--- src/rtl/cve2_sleep_ctrl.sv ---
// Multi-domain sleep controller: sticky fetch enable, maskable wake, idle
// hysteresis before gating, and a saturating sleep-cycle counter.

module cve2_clock_gate (
    input  logic clk_i,
    input  logic en_i,
    input  logic scan_cg_en_i,
    output logic clk_o
);

    logic en_q;

    // Enable captured while clk_i is low so clk_o never glitches in the high phase.
    always_ff @(negedge clk_i) begin
        en_q <= en_i | scan_cg_en_i;
    end

    assign clk_o = clk_i & en_q;

endmodule

module cve2_sleep_ctrl #(
    parameter int unsigned NumDomains = 2,
    parameter int unsigned NumWake    = 4,
    parameter int unsigned IdleHold   = 4,
    parameter int unsigned SleepCntW  = 32
) (
    input  logic                  clk_i,
    input  logic                  rst_i,
    input  logic                  test_en_i,
    input  logic                  fetch_enable_i,
    input  logic [NumDomains-1:0] busy_i,
    input  logic [NumDomains-1:0] domain_en_i,
    input  logic [NumWake-1:0]    wake_i,
    input  logic [NumWake-1:0]    wake_mask_i,
    input  logic                  debug_req_i,
    input  logic                  irq_nm_i,
    input  logic                  sleep_cnt_clr_i,
    output logic [NumDomains-1:0] clk_o,
    output logic [NumDomains-1:0] clk_en_o,
    output logic                  fetch_enable_o,
    output logic                  core_sleep_o,
    output logic                  wake_event_o,
    output logic [SleepCntW-1:0]  sleep_cnt_o
);

    localparam int unsigned HoldW = (IdleHold > 1) ? $clog2(IdleHold) : 1;

    typedef enum logic [1:0] {
        StDisabled,
        StRun,
        StHold,
        StSleep
    } state_e;

    state_e                state_q, state_d;
    logic [NumDomains-1:0] busy_q;
    logic [HoldW-1:0]      hold_cnt_q, hold_cnt_d;
    logic                  wake_event_q, wake_event_d;
    logic [SleepCntW-1:0]  sleep_cnt_q, sleep_cnt_d;

    logic any_busy;
    logic wake;
    logic clk_on;

    assign any_busy = |(busy_q & domain_en_i);
    assign wake     = debug_req_i | irq_nm_i | (|(wake_i & wake_mask_i));

    always_ff @(posedge clk_i) begin
        if (rst_i) begin
            state_q      <= StDisabled;
            busy_q       <= '0;
            hold_cnt_q   <= '0;
            wake_event_q <= 1'b0;
            sleep_cnt_q  <= '0;
        end else begin
            state_q      <= state_d;
            busy_q       <= busy_i;
            hold_cnt_q   <= hold_cnt_d;
            wake_event_q <= wake_event_d;
            sleep_cnt_q  <= sleep_cnt_d;
        end
    end

    // Next-state logic; any activity always wins over idle expiry.
    always_comb begin
        state_d      = state_q;
        hold_cnt_d   = hold_cnt_q;
        wake_event_d = 1'b0;
        sleep_cnt_d  = sleep_cnt_q;

        unique case (state_q)
            StDisabled: begin
                if (fetch_enable_i) state_d = StRun;
            end
            StRun: begin
                if (!(any_busy | wake)) begin
                    hold_cnt_d = '0;
                    state_d    = (IdleHold == 0) ? StSleep : StHold;
                end
            end
            StHold: begin
                if (any_busy | wake) begin
                    state_d    = StRun;
                    hold_cnt_d = '0;
                end else if (32'(hold_cnt_q) == IdleHold - 32'd1) begin
                    state_d    = StSleep;
                    hold_cnt_d = '0;
                end else begin
                    hold_cnt_d = hold_cnt_q + HoldW'(1);
                end
            end
            StSleep: begin
                if (any_busy | wake) begin
                    state_d      = StRun;
                    wake_event_d = 1'b1;
                end
            end
            default: state_d = StDisabled;
        endcase

        if (sleep_cnt_clr_i) begin
            sleep_cnt_d = '0;
        end else if (core_sleep_o && (sleep_cnt_q != {SleepCntW{1'b1}})) begin
            sleep_cnt_d = sleep_cnt_q + SleepCntW'(1);
        end
    end

    // Wake re-enables clocks in the same cycle it rises.
    assign clk_on = (state_q == StRun) | (state_q == StHold) | ((state_q == StSleep) & wake);

    assign clk_en_o       = domain_en_i & {NumDomains{clk_on}};
    assign fetch_enable_o = (state_q != StDisabled);
    assign core_sleep_o   = (state_q == StSleep) & ~wake;
    assign wake_event_o   = wake_event_q;
    assign sleep_cnt_o    = sleep_cnt_q;

    for (genvar d = 0; d < NumDomains; d++) begin : g_cg
        cve2_clock_gate u_cg (
            .clk_i        (clk_i),
            .en_i         (clk_en_o[d]),
            .scan_cg_en_i (test_en_i),
            .clk_o        (clk_o[d])
        );
    end

endmodule
--- config.mk ---
export PLATFORM = sky130hd
export DESIGN_NAME = cve2_sleep_ctrl
export DESIGN_NICKNAME = d
export VERILOG_FILES = /design/src/rtl/cve2_sleep_ctrl.sv
export SDC_FILE = /design/constraint.sdc
export NUM_CORES = 1
export LEC_CHECK = 0
export ABC_AREA = 1
export BUFFER_PORTS_ARGS = -buffer_cell sky130_fd_sc_hd__buf_4
export CORE_ASPECT_RATIO = 0.9
export CORE_MARGIN = 1.5
export CORE_UTILIZATION = 30
export DETAILED_ROUTE_END_ITERATION = 16
export GPL_TIMING_DRIVEN = 0
export HOLD_SLACK_MARGIN = 0.15
export PLACE_DENSITY_LB_ADDON = 0.08
export RECOVER_POWER = 25
export SLEW_MARGIN = 25
export SYNTH_ARGS = -nofsm -noshare
export SYNTH_HDL_FRONTEND = slang
export SYNTH_HIERARCHICAL = 1
export SYNTH_SLANG_ARGS = --single-unit
export TNS_END_PERCENT = 10
--- constraint.sdc ---
create_clock -name clk_i -period 2.1 [get_ports clk_i]
set_input_delay 0.105 -clock clk_i [delete_from_list [all_inputs] [get_ports clk_i]]
set_output_delay 0.105 -clock clk_i [all_outputs]
set_load 0.02 [all_outputs]
==> impl_results.md <==
* Die area at 9600 sq um
* Antenna viol nets, final at 0
* Post-DP Area at 3320 sq um
* Post-synth EDFFs at 0
* Most frequent cell after synthesis: nand2_1
* WL/cell at 12.2 um
* Setup Skew at 0.0685 ns
* Global-route wire length before repair at ~13000 um
* Vias per inst at between 4 and 5
* Slew @ Worst Pin at 0.734 ns
* Drt first pass iters at 4
* Cell Pwr Density at 643 nW/um^2
* Crit path DAT at 2.03 ns
* Startpoint Class: register
* PortBufs at 57
* Worst setup path end: clk_o[0]
* Critical path capture point type: output pin
* Core ar. at 8650 sq um
* Leak pwr at 1.36 nW
* Worst EP required at 2.00 ns
* Final Util at 0.403
* Mapped cell area at 2710 sq um
* Share of the synthesized area in the top cell type at 0.303
* Vert. Die Dim at 93.1 um
* GRT Total Usage at 0.177
* Comb power frac at 0.224
* Seq/Total Area, Yosys at 0.303
* Clock Power Share at 0.399
* P&R area growth vs syn at 28.8%
* Sequential share of power at 0.376
* Post-Synthesis Cells at 422
* Seq cells post-synth at 41
* Dpl ws at -0.0537 ns
* Vias at between 2000 and 3000
* Psw at between 0.0007 and 0.0008 W
* Slowest CP cell: dfxtp_1
* Maximum vdd drop at 606 uV
* Fin cells at 617
* Worst-path maximum fanout at 1
* Cell row count at 32
* Post-Route WL at 7540 um
* Post-synth top cells: nand2_1 (169), nor2_1 (65), dfxtp_1 (41), inv_1 (37), a21oi_2 (18)
* Final setup margin at -0.0347 ns
* Peak per-stage delay on the critical path at just under 0.3 ns
* Ports at 58
* Worst-path clk slew at 0.08 ns
* R2r startpoint: state_q[1]
* Slew headroom at 0.511
* Post-Place Cells at 598
* Syn Nets at 448
* Worst Hold Class: in -> reg
* CP delay by family, top: flip-flops
* Nets@finish at between 500 and 600
* Min-delay src: domain_en_i[1]
* Synth Warn # at 6
* Post-DP HPWL at 6000 um
* Post-synth ARST share at 0
* Clock latency on the worst-skew pair at 0.47 ns
* Endpoints failing setup at 4
* Layout cells sized above 1 at 0.205
* CTS tree: done
* WP buf/inv at 2
* ANT cells at 0
* Slew Limit Fails at 0
* DRC viols at 0
* FF-to-FF setup slack at 0.01 ns
* Commonest register cell after synthesis: dfxtp_1
* Synth area leaders: dfxtp_1 (30%), nand2_1 (23%), nor2_1 (9.0%)
* Number of stages on the worst setup path at 3
* Net Sw Frac at 0.319
* Vias in the first global route at 2698
* Starting density of the core at 0.313
* Status: finished, violations left
* Int Power at roughly 0.0015 W
* Worst Setup SP: g_cg[0].u_cg/en_q
* RSZ-0062 raised after global routing: true
* Yosys top cell by area: dfxtp_1
* GP Congestion at 0.872
* Setup Crit Path Kind: reg -> out
* Largest net degree at the start of global routing at 13
* Chip width at 103 um
* First-iteration detailed-routing DRC count at 99
* Synthesized area per cell at 6.41 sq um
* Final Cell Area at between 3000 and 4000 sq um
* Max-cap viol count at 0
* Initial antenna violation count at 0
* Endpoints failing hold at 0
* Cell variety after synth at 29
* Reg2reg path depth at 6
* Failing checks: negative setup slack
* R2r endpoint: g_cg[1].u_cg/en_q
* Global route overflow at 0
* Crit-path cells: nand2_1 > inv_2 > buf_6
[metrics by stage]
stage,setup TNS [ns],hold slack (ns),power (W)
after floorplan,-0.0303,0.174,0.00128
after global placement,-0.0792,0.294,0.00147
after detailed placement,-0.104,0.294,0.00147
after CTS,-0.120,0.150,0.00228
after global routing,-0.469,0.195,0.00241
final,-0.0553,0.158,0.00224
[cell usage in the layout, fill, tap and decap left out, types with 2 or more instances in the layout]
master | Yosys | final
dfxtp_1 | 41 | 38
nand3_1 | 12 | 12
inv_2 | 0 | 3
nand3b_1 | 10 | 10
a21oi_1 | 11 | 10
ha_1 | 7 | 6
nand2_1 | 169 | 168
dlygate4sd3_1 | 0 | 7
a21oi_2 | 18 | 18
o21bai_1 | 3 | 3
xor2_1 | 8 | 8
nor2_1 | 65 | 63
o21ai_0 | 4 | 4
clkbuf_8 | 0 | 10
o21ai_1 | 2 | 2
buf_6 | 4 | 6
nand2_4 | 2 | 2
nand2_2 | 3 | 4
inv_4 | 1 | 2
dfxtp_2 | 0 | 3
nand4_1 | 3 | 3
clkbuf_1 | 1 | 20
inv_1 | 37 | 34
nor3_1 | 3 | 3
buf_4 | 0 | 37
nor2_4 | 4 | 6
xnor2_1 | 4 | 4
nor2_2 | 4 | 4
[layer usage]
metal  share of wire  GRT usage  vias up
li1                -          -     1464
met1            0.51      0.239     1209
met2            0.43      0.271       68
met3           0.050     0.0456       12
met4           0.014     0.0608        0
met5               0          0        -
[layout make-up]
class                      instances  area [sq um]
buffer                             7          68.8
timing repair buffer              62           415
clock buffer                      13           164
sequential                        41           825
multi-input combinational        336          1710
tap                              119           149
inverter                          34           133
clock inverter                     5          18.8
fill                             976          5160
[power by group through the flow]
stage	logic, W	registers (W)	clock network (W)
floorplan	0.000361	0.000854	0.0000694
global placement	0.000504	0.000855	0.000108
detailed placement	0.000506	0.000857	0.000108
CTS	0.000516	0.000842	0.000924
global route	0.000566	0.000849	0.000993
finish	0.000502	0.000843	0.000894
[flip-flops by register name (all words and copies together), names as in the netlist]
| signal | count |
|---|---|
| busy_q | 2 |
| g_cg.u_cg/en_q | 2 |
| hold_cnt_q | 2 |
| sleep_cnt_o | 32 |
| state_q | 2 |
| wake_event_o | 1 |
[worst reg2reg max path, cell delays in order, from the launching register on]
cell,delay (ns)
dfxtp_2,0.37
inv_4,0.06
ha_4,0.25
a21oi_4,0.19
nor2_4,0.05
inv_1,0.05
nand2_1,0.04
[worst min path at each step]
| stage | end | cells past startpoint | slack [ns] |
|---|---|---|---|
| after global placement | clk_o[0] | 3 | 0.29 |
| final | hold_cnt_q[1] | 6 | 0.16 |
| after floorplan | hold_cnt_q[0] | 1 | 0.17 |
| after CTS | hold_cnt_q[1] | 6 | 0.15 |
| after global routing | hold_cnt_q[1] | 6 | 0.19 |
| after detailed placement | clk_o[0] | 3 | 0.29 |
[what timing repair did]
action	in CTS	in global routing
resized for setup	3	4
hold buffers	7	0
pin swaps	3	0
setup buffers	0	0
endpoints found under the setup margin	6	6
hold endpoints to repair	14	0
[kinds of logic after synthesis]
family	share of synthesized area
buffers and inverters	0.0791
xor gates and xnor gates	0.0389
and+or+nand+nor	0.448
DFF	0.303
adders and majority gates	0.0324
AOI/OAI and AO/OA	0.0981
Power figures use the tool's default switching activity.
